--- src/rtl/pwm_timer_ctrl_if.sv ---
// Configuration bus and PWM timer outputs bundled for pwm_timer_ctrl.
// master drives the register writes, slave is the timer block.
interface pwm_timer_ctrl_if;
    logic        cfg_wr;
    logic [2:0]  cfg_addr;
    logic [15:0] cfg_wdata;
    logic        pwm_en;
    logic [15:0] period;
    logic [7:0]  functions;
    logic [15:0] compare1;
    logic [15:0] compare2;
    logic [15:0] count_val;
    logic        ovf;
    logic        running;

    modport master (
        output cfg_wr, cfg_addr, cfg_wdata,
        input  pwm_en, period, functions, compare1, compare2,
        input  count_val, ovf, running
    );

    modport slave (
        input  cfg_wr, cfg_addr, cfg_wdata,
        output pwm_en, period, functions, compare1, compare2,
        output count_val, ovf, running
    );
endinterface

--- src/rtl/pwm_timer_ctrl.sv ---
// PWM timer controller: shadow/active register pairs, prescaled counter,
// and an IDLE/RUN/DONE sequencer with one-shot support.
module pwm_timer_ctrl (
    input logic             clk,
    input logic             rst_n,
    pwm_timer_ctrl_if.slave bus
);
    typedef enum logic [1:0] {IDLE, RUN, DONE} state_e;

    state_e      state_q, state_d;
    logic        en_q, en_d;
    logic        oneshot_q, oneshot_d;
    logic [15:0] sh_period_q, sh_period_d;
    logic [7:0]  sh_presc_q, sh_presc_d;
    logic [7:0]  sh_func_q, sh_func_d;
    logic [15:0] sh_cmp1_q, sh_cmp1_d;
    logic [15:0] sh_cmp2_q, sh_cmp2_d;
    logic [15:0] act_period_q, act_period_d;
    logic [7:0]  act_presc_q, act_presc_d;
    logic [7:0]  act_func_q, act_func_d;
    logic [15:0] act_cmp1_q, act_cmp1_d;
    logic [15:0] act_cmp2_q, act_cmp2_d;
    logic [15:0] cnt_q, cnt_d;
    logic [7:0]  pre_q, pre_d;
    logic        ovf_q, ovf_d;
    logic        pwm_en_q, pwm_en_d;

    logic wr_ctrl, clr, en_wr1, tick, load;

    always_comb begin
        wr_ctrl = bus.cfg_wr && (bus.cfg_addr == 3'd0);
        clr     = wr_ctrl && bus.cfg_wdata[2];
        en_wr1  = wr_ctrl && bus.cfg_wdata[0];
        tick    = (pre_q == act_presc_q);
        load    = 1'b0;

        state_d      = state_q;
        en_d         = en_q;
        oneshot_d    = oneshot_q;
        sh_period_d  = sh_period_q;
        sh_presc_d   = sh_presc_q;
        sh_func_d    = sh_func_q;
        sh_cmp1_d    = sh_cmp1_q;
        sh_cmp2_d    = sh_cmp2_q;
        act_period_d = act_period_q;
        act_presc_d  = act_presc_q;
        act_func_d   = act_func_q;
        act_cmp1_d   = act_cmp1_q;
        act_cmp2_d   = act_cmp2_q;
        cnt_d        = cnt_q;
        pre_d        = pre_q;
        ovf_d        = 1'b0;

        if (bus.cfg_wr) begin
            case (bus.cfg_addr)
                3'd0: begin
                    en_d      = bus.cfg_wdata[0];
                    oneshot_d = bus.cfg_wdata[1];
                end
                3'd1:    sh_period_d = bus.cfg_wdata;
                3'd2:    sh_presc_d  = bus.cfg_wdata[7:0];
                3'd3:    sh_func_d   = bus.cfg_wdata[7:0];
                3'd4:    sh_cmp1_d   = bus.cfg_wdata;
                3'd5:    sh_cmp2_d   = bus.cfg_wdata;
                default: ;
            endcase
        end

        unique case (state_q)
            IDLE: begin
                load  = 1'b1;
                cnt_d = '0;
                pre_d = '0;
                if (en_q) state_d = RUN;
            end
            RUN: begin
                if (!en_q) begin
                    state_d = IDLE;
                    cnt_d   = '0;
                    pre_d   = '0;
                end else if (clr) begin
                    cnt_d = '0;
                    pre_d = '0;
                    load  = 1'b1;
                end else if (tick) begin
                    pre_d = '0;
                    if (cnt_q == act_period_q) begin
                        cnt_d = '0;
                        ovf_d = 1'b1;
                        load  = 1'b1;
                        // A CTRL write in the wrap cycle overrides the one-shot stop
                        if (oneshot_q && !en_wr1) begin
                            state_d = DONE;
                            if (!wr_ctrl) en_d = 1'b0;
                        end
                    end else begin
                        cnt_d = cnt_q + 16'd1;
                    end
                end else begin
                    pre_d = pre_q + 8'd1;
                end
            end
            DONE: begin
                load    = 1'b1;
                cnt_d   = '0;
                pre_d   = '0;
                state_d = en_wr1 ? RUN : IDLE;
            end
            default: state_d = IDLE;
        endcase

        // Shadow values are the pre-write ones, so same-cycle writes wait a wrap
        if (load) begin
            act_period_d = sh_period_q;
            act_presc_d  = sh_presc_q;
            act_func_d   = sh_func_q;
            act_cmp1_d   = sh_cmp1_q;
            act_cmp2_d   = sh_cmp2_q;
        end

        pwm_en_d = (state_d == RUN);
    end

    always_ff @(posedge clk or negedge rst_n) begin
        if (!rst_n) begin
            state_q      <= IDLE;
            en_q         <= 1'b0;
            oneshot_q    <= 1'b0;
            sh_period_q  <= '0;
            sh_presc_q   <= '0;
            sh_func_q    <= '0;
            sh_cmp1_q    <= '0;
            sh_cmp2_q    <= '0;
            act_period_q <= '0;
            act_presc_q  <= '0;
            act_func_q   <= '0;
            act_cmp1_q   <= '0;
            act_cmp2_q   <= '0;
            cnt_q        <= '0;
            pre_q        <= '0;
            ovf_q        <= 1'b0;
            pwm_en_q     <= 1'b0;
        end else begin
            state_q      <= state_d;
            en_q         <= en_d;
            oneshot_q    <= oneshot_d;
            sh_period_q  <= sh_period_d;
            sh_presc_q   <= sh_presc_d;
            sh_func_q    <= sh_func_d;
            sh_cmp1_q    <= sh_cmp1_d;
            sh_cmp2_q    <= sh_cmp2_d;
            act_period_q <= act_period_d;
            act_presc_q  <= act_presc_d;
            act_func_q   <= act_func_d;
            act_cmp1_q   <= act_cmp1_d;
            act_cmp2_q   <= act_cmp2_d;
            cnt_q        <= cnt_d;
            pre_q        <= pre_d;
            ovf_q        <= ovf_d;
            pwm_en_q     <= pwm_en_d;
        end
    end

    assign bus.pwm_en    = pwm_en_q;
    assign bus.period    = act_period_q;
    assign bus.functions = act_func_q;
    assign bus.compare1  = act_cmp1_q;
    assign bus.compare2  = act_cmp2_q;
    assign bus.count_val = cnt_q;
    assign bus.ovf       = ovf_q;
    assign bus.running   = (state_q == RUN);
endmodule

--- src/flat_wrapper.sv ---
// flat-port wrapper written by rule: the top's interface ports become plain ports
module pwm_timer_ctrl_flat 
  (clk, rst_n, bus_cfg_wr, bus_cfg_addr, bus_cfg_wdata, bus_pwm_en, bus_period, bus_functions, bus_compare1, bus_compare2, bus_count_val, bus_ovf, bus_running);
  pwm_timer_ctrl_if bus_i ();
  input logic clk;
  input logic rst_n;
  input wire logic [$bits(bus_i.cfg_wr)-1:0] bus_cfg_wr;
  input wire logic [$bits(bus_i.cfg_addr)-1:0] bus_cfg_addr;
  input wire logic [$bits(bus_i.cfg_wdata)-1:0] bus_cfg_wdata;
  output wire logic [$bits(bus_i.pwm_en)-1:0] bus_pwm_en;
  output wire logic [$bits(bus_i.period)-1:0] bus_period;
  output wire logic [$bits(bus_i.functions)-1:0] bus_functions;
  output wire logic [$bits(bus_i.compare1)-1:0] bus_compare1;
  output wire logic [$bits(bus_i.compare2)-1:0] bus_compare2;
  output wire logic [$bits(bus_i.count_val)-1:0] bus_count_val;
  output wire logic [$bits(bus_i.ovf)-1:0] bus_ovf;
  output wire logic [$bits(bus_i.running)-1:0] bus_running;
  assign bus_i.cfg_wr = bus_cfg_wr;
  assign bus_i.cfg_addr = bus_cfg_addr;
  assign bus_i.cfg_wdata = bus_cfg_wdata;
  assign bus_pwm_en = bus_i.pwm_en;
  assign bus_period = bus_i.period;
  assign bus_functions = bus_i.functions;
  assign bus_compare1 = bus_i.compare1;
  assign bus_compare2 = bus_i.compare2;
  assign bus_count_val = bus_i.count_val;
  assign bus_ovf = bus_i.ovf;
  assign bus_running = bus_i.running;
  pwm_timer_ctrl u_core (.clk(clk), .rst_n(rst_n), .bus(bus_i));
endmodule
--- config.mk ---
export PLATFORM = sky130hd
export DESIGN_NAME = pwm_timer_ctrl_flat
export DESIGN_NICKNAME = d
export VERILOG_FILES = /design/src/rtl/pwm_timer_ctrl_if.sv /design/src/rtl/pwm_timer_ctrl.sv /design/src/flat_wrapper.sv
export SDC_FILE = /design/constraint.sdc
export NUM_CORES = 1
export LEC_CHECK = 0
export CAP_MARGIN = 20
export CORE_AREA = 2 2 146 148
export CTS_BUF_LIST = sky130_fd_sc_hd__clkbuf_8
export DETAILED_ROUTE_END_ITERATION = 12
export DIE_AREA = 0 0 148 150
export DONT_BUFFER_PORTS = 1
export PLACE_DENSITY = 0.47
export SLEW_MARGIN = 40
export SYNTH_ARGS = -nofsm -noshare
export SYNTH_HDL_FRONTEND = slang
export SYNTH_SLANG_ARGS = --single-unit
--- constraint.sdc ---
create_clock -name clk -period 4.25 [get_ports clk]
set_clock_uncertainty 0.1 [all_clocks]
set_input_delay 0.85 -clock clk [delete_from_list [all_inputs] [get_ports clk]]
set_output_delay 0.85 -clock clk [all_outputs]
set_load 0.1 [all_outputs]
# Yosys cells after proc, flatten, opt, wreduce, memory -nomap -nowiden
# Index checks and enable logic that the tools add are counted.
[totals] regBits=158 input_bits=22 out_inout_bits=75 word_cells=80
[op_classes] muxes=34 n_eq_ne=11 reduce_logical=16 add_sub_neg=2
[op_table] cell="2-to-1 mux 16 bit" count=4
[op_table] cell="case mux 16 bit (2 select lines)" count=1
[op_table] cell="2-to-1 mux 8 bit" count=3
[op_table] cell="2-to-1 mux 1 bit" count=17
[op_table] cell="adder 16 x 1 -> 16 bit, second input constant" count=1
[op_table] cell="== test 16 bit" count=1
[op_table] cell="case mux 8 bit (2 select lines)" count=1
[op_table] cell="AND reduction 2 bit" count=7
[op_table] cell="2-to-1 mux 2 bit" count=6
[op_table] cell="adder 8 x 1 -> 8 bit, second input constant" count=1
[op_table] cell="== test 8 bit" count=1
[op_table] cell="== test 3 x 2 -> 1 bit, second input constant" count=2
[op_table] cell="== test 3 bit, second input constant" count=2
[op_table] cell="case mux 2 bit (3 select lines)" count=1
[op_table] cell="== test 2 x 1 -> 1 bit, second input constant" count=2
[op_table] cell="logical AND 1 bit" count=4
[op_table] cell="!= test 4 bit, second input constant" count=1
[op_table] cell="== test 3 x 1 -> 1 bit, second input constant" count=1
[op_table] cell="zero test 3 bit" count=1
[op_table] cell="== test 2 bit, second input constant" count=1
[op_table] cell="zero test 2 bit" count=1
[op_table] cell="case mux 1 bit (2 select lines)" count=1
[op_table] cell="nonzero test 2 bit" count=1
[op_table] cell="OR reduction 2 bit" count=1
[op_table] cell="zero test 1 bit" count=1

# Depth between registers and ports, before layout
[depth] ltp_word=12 mapped_depth=7 depth_no_buf=6

# Worst setup path after synthesis
# No wires, ideal clock.
[synth_timing] path_type="register to register" startpoint="register u_core.cnt_q[3] (netlist: u_core.bus.count_val[3])" endpoint="register u_core.act_period_q[0] (netlist: u_core.bus.period[0])" setup_time_ns=0.128 period_less_slack_ns=2.998 t_required_ns=4.022 path_stages_with_launch=7 slack_ns=1.252 path_buffers=1 arrival_time_ns=2.769 cell_sequence="dfrtp_1 > xor2_1 > nor4_1 > nand4_1 > a32oi_4 > buf_6 > mux2_1"
[synth_between] elab_chain_cells=6
[synth_lines] element="start: declaration" line_no="pwm_timer_ctrl.sv:23" source="logic [15:0] cnt_q, cnt_d;"
[synth_lines] element="start signal: assignment" line_no="pwm_timer_ctrl.sv:157" source="cnt_q <= cnt_d;"
[synth_lines] element="== test 16 bit" line_no="pwm_timer_ctrl.sv:87" source="if (cnt_q == act_period_q) begin"
[synth_lines] element="2-to-1 mux 1 bit" line_no="pwm_timer_ctrl.sv:87"
[synth_lines] element="2-to-1 mux 1 bit" line_no="pwm_timer_ctrl.sv:85" source="end else if (tick) begin"
[synth_lines] element="2-to-1 mux 1 bit" line_no="pwm_timer_ctrl.sv:81" source="end else if (clr) begin"
[synth_lines] element="2-to-1 mux 1 bit" line_no="pwm_timer_ctrl.sv:77" source="if (!en_q) begin"
[synth_lines] element="case mux 1 bit (2 select lines)" line_no="pwm_timer_ctrl.sv:69" source="unique case (state_q)"
[synth_lines] element="end signal: assignment" line_no="pwm_timer_ctrl.sv:152" source="act_period_q <= act_period_d;"
[synth_lines] element="end: declaration" line_no="pwm_timer_ctrl.sv:18" source="logic [15:0] act_period_q, act_period_d;"
# No other way between the ends.
# A chain may end at the register's enable or synchronous reset.

# Final worst setup path
[layout_timing] startpoint="register u_core.cnt_q[9] (netlist: u_core.bus.count_val[9])" endpoint="register u_core.act_cmp1_q[13] (netlist: u_core.bus.compare1[13])"
[layout_between] elab_chain_cells=6
[layout_lines] element="== test 16 bit" line_no="pwm_timer_ctrl.sv:87"
[layout_lines] element="2-to-1 mux 1 bit" line_no="pwm_timer_ctrl.sv:87"
[layout_lines] element="2-to-1 mux 1 bit" line_no="pwm_timer_ctrl.sv:85"
[layout_lines] element="2-to-1 mux 1 bit" line_no="pwm_timer_ctrl.sv:81"
[layout_lines] element="2-to-1 mux 1 bit" line_no="pwm_timer_ctrl.sv:77"
[layout_lines] element="case mux 1 bit (2 select lines)" line_no="pwm_timer_ctrl.sv:69"
[layout_lines] element="end signal: assignment" line_no="pwm_timer_ctrl.sv:155" source="act_cmp1_q <= act_cmp1_d;"
[layout_lines] element="end: declaration" line_no="pwm_timer_ctrl.sv:21" source="logic [15:0] act_cmp1_q, act_cmp1_d;"
# No other way between the ends.

==> impl_metrics.sql <==
INSERT INTO impl_metrics (metric_group, metric, value, unit) VALUES
('sta', 'hold_viol_final', '2', ''),
('critical_path', 'slowest_delay', '0.44', 'ns'),
('synth', 'synth.top_cells.by_area', 'dfrtp_1, mux2_2, mux2_1', ''),
('clock_network', 'cts-buffers-inserted', '17', ''),
('critical_path', 'startpoint_type', 'register', ''),
('critical_path', 'regToRegStartpoint', 'u_core.bus.count_val[9]$_DFFE_PN0P_', ''),
('sta', 'setup-tns-final', '0', 'ns'),
('route', 'dr_total_vias', '4084', ''),
('floorplan', 'starting_density_of_the_core', '32.38', '%'),
('critical_path', 'worst_setup_path_end_kind', 'register', ''),
('power_and_ir_drop', 'combinationalPowerShare', '22.3', '%'),
('clock_network', 'cts-resized-gates', '0', ''),
('synth', 'synth.lib_cells_used.distinct', '44', ''),
('critical_path', 'number_of_buffers_and_inverters_on_the_critical_path', '2', ''),
('status', 'run_status', 'complete, but fails checks', ''),
('synth', 'synth_cells', '486', ''),
('floorplan', 'coreArea', '20690', 'µm²'),
('global_routing', 'grt.overflow.total', '0', ''),
('cells_and_area', 'ff_latch_area', '4004', 'µm²'),
('clock_network', 'clock_root_buffer', 'clkbuf_8', ''),
('power_and_ir_drop', 'static-leakage-power', '3.276', 'nW'),
('sta', 'finalCriticalPeriod', '2.968', 'ns'),
('hold_path', 'worstHoldPathType', 'in2async', ''),
('global_routing', 'grt_pass1_vias', '4279', ''),
('critical_path', 'critPathTopFamily', 'simple AND/OR/NAND/NOR gates', ''),
('synth', 'yosys_most_used_dff', 'dfrtp_1', ''),
('cells_and_area', 'fillCellCount', '2020', ''),
('synth', 'synth_top_family_by_area', 'multiplexers', ''),
('placement', 'finalWeightedCongestion', '0.7742', ''),
('cells_and_area', 'multiInputGateArea', '2653', 'µm²'),
('route', 'drt-pass1-iter-count', '6', ''),
('clock_network', 'ctsLongestPathBuffers', '2', ''),
('clock_network', 'worst_setup_hold_path_clk_slew', '0.09', 'ns'),
('critical_path', 'worstPathCellList', 'buf_4 > xor2_1 > nor4_1 > nand4_1 > a32oi_4 > buf_12 > mux2_1', ''),
('critical_path', 'timing.reg2reg.setup_slack', '1.28', 'ns'),
('synth', 'synth_edf_count', '0', ''),
('floorplan', 'die-height', '150', 'µm'),
('cells_and_area', 'final_layout_size_suffix_gt1_share', '34.38', '%'),
('synth', 'yosys.area_share.simple', '8.293', '%'),
('floorplan', 'ioPinCount', '97', ''),
('placement', 'place_inst', '784', ''),
('synth', 'async_flop_share', '100.0', '%'),
('synth', 'mappedNetlistArea', '6699', 'µm²'),
('global_routing', 'grt_max_degree', '159', ''),
('sta', 'fmax', '0.3369', 'GHz'),
('power_and_ir_drop', 'power.density_cell_area', '800.6', 'nW/µm²'),
('placement', 'hpwlAfterDp', '10890', 'µm'),
('cells_and_area', 'synthToLayoutAreaGrowth', '15.95', '%'),
('cells_and_area', 'final_cell_count_no_fill', '816', ''),
('synth', 'synth_compound_gate_area_share', '5.809', '%'),
('sta', 'rsz0062_at_grt', 'false', ''),
('floorplan', 'num_rows', '53', ''),
('power_and_ir_drop', 'part_of_the_power_in_registers', '57.7', '%'),
('status', 'violations', 'hold timing', ''),
('power_and_ir_drop', 'switching_power', '3.138', 'mW'),
('cells_and_area', 'num_antenna_cells', '0', ''),
('sta', 'timing.final.crit_share', '69.84', '%'),
('synth', 'yosys.area.top_type_share', '59.02', '%'),
('synth', 'yosysWarnings', '0', ''),
('route', 'remaining_drc_errors', '0', ''),
('global_routing', 'grt_use_total', '14.75', '%'),
('synth', 'synthAdderAreaFrac', '0.3736', '%'),
('critical_path', 'slowest_stage', 'nand4_1', ''),
('sta', 'whs', '-0.001936', 'ns'),
('route', 'routed_wire_length_per_instance', '19.23', 'µm'),
('critical_path', 'reg2reg_to', 'u_core.bus.compare1[13]$_DFFE_PN0P_', ''),
('sta', 'finalMaxSlewViolations', '0', ''),
('route', 'drtAntennaViolNets', '0', ''),
('route', 'vias_per_cell', '5.005', ''),
('sta', 'worst_pin_slew', '0.8904', 'ns'),
('route', 'drt_iter0_drc', '214', '');
## cell families after synthesis
family,after synthesis
xor+xnor,27
fa+ha+maj,2
simple gates,94
flops,158
buf+inv,20
compound gates,59
mux,126
## worst register-to-register path: stages, from the launching register on
cell and delay (ns):
dfrtp_1 0.37, buf_4 0.24, xor2_1 0.18, nor4_1 0.38, nand4_1 0.44, a32oi_4 0.35
buf_12 0.37, mux2_1 0.42
## state kept, by name, summed over array words and instances, names as in the netlist, 2 cells and up
name and count:
u_core.sh_func_q 8, u_core.pre_q 8, u_core.sh_cmp1_q 16, u_core.sh_cmp2_q 16, u_core.sh_presc_q 8, u_core.sh_period_q 16, u_core.act_presc_q 8, u_core.bus.functions 8
u_core.bus.count_val 16, u_core.bus.compare2 16, u_core.state_q 2, u_core.bus.period 16, u_core.bus.compare1 16
## final cells by class
cell class / count / area share (%)
clock buffers: 19 / 3.367
clock inverters: 13 / 2.384
inverters: 4 / 0.1933
multi-input cells: 308 / 34.15
flip-flops and latches: 158 / 51.55
well taps: 275 / 4.430
repair buffers: 39 / 3.930
## cell usage after synthesis (4+ instances only)
master,n
a21oi_1,14
mux2_2,66
nand4_1,7
dfrtp_1,158
buf_6,6
or4_1,9
nand2_1,25
inv_1,4
o31ai_1,8
and3_1,5
nand3_1,9
clkbuf_1,10
o21ai_0,21
xor2_1,25
nor2_1,5
mux2_1,60
or3_1,6
nor4_1,6
## stage by stage
stage,setup WS [ns],total power [mW],instance area (µm²)
global placement,1.151,4.953,7266
finish,1.282,6.219,7767
detailed placement,1.151,5.008,7293
floorplan,1.252,4.614,6699
CTS,1.285,6.271,7740
global route,1.078,6.483,7767
## power by group through the flow
stage	logic (mW)	clock network, mW	registers (mW)
2_1_floorplan	0.592	0	4.02
3_3_place_gp	1.38	0	3.58
3_5_place_dp	1.40	0	3.61
5_1_grt	1.48	1.36	3.65
6_report	1.39	1.25	3.59
4_1_cts	1.41	1.29	3.58
## cell usage in the layout (no fill, tap or decap), drive strengths merged, types with 6 or more instances in the layout
master / instances
a21oi: 14
or3: 6
mux2: 126
nand4: 7
xor2: 25
o21ai: 24
inv: 6
or4: 9
nand3: 9
buf: 39
dfrtp: 158
clkbuf: 19
nor4: 8
nand2: 25
o31ai: 8
## how the worst max path moves through the flow
| stage | from | to | slack (ns) | cells past startpoint |
|---|---|---|---|---|
| finish | u_core.bus.count_val[9]$_DFFE_PN0P_ | u_core.bus.compare1[13]$_DFFE_PN0P_ | 1.28 | 7 |
| global placement | bus_cfg_addr[2] | u_core.bus.period[10]$_DFFE_PN0P_ | 1.15 | 5 |
| global route | u_core.bus.count_val[2]$_DFFE_PN0P_ | u_core.bus.compare1[13]$_DFFE_PN0P_ | 1.08 | 7 |
| floorplan | u_core.bus.count_val[3]$_DFFE_PN0P_ | u_core.bus.period[0]$_DFFE_PN0P_ | 1.25 | 6 |
| detailed placement | bus_cfg_addr[2] | u_core.bus.compare1[13]$_DFFE_PN0P_ | 1.15 | 5 |
| CTS | u_core.bus.count_val[2]$_DFFE_PN0P_ | u_core.bus.compare1[13]$_DFFE_PN0P_ | 1.28 | 7 |
## layer usage
metal | track usage (%) | part of all wire, %
met1 | 19.92 | 46
met3 | 5.183 | 6.5
met5 | 0 | 0
met4 | 4.000 | 1.3
met2 | 22.59 | 46
(Power assumes the default switching activity.)
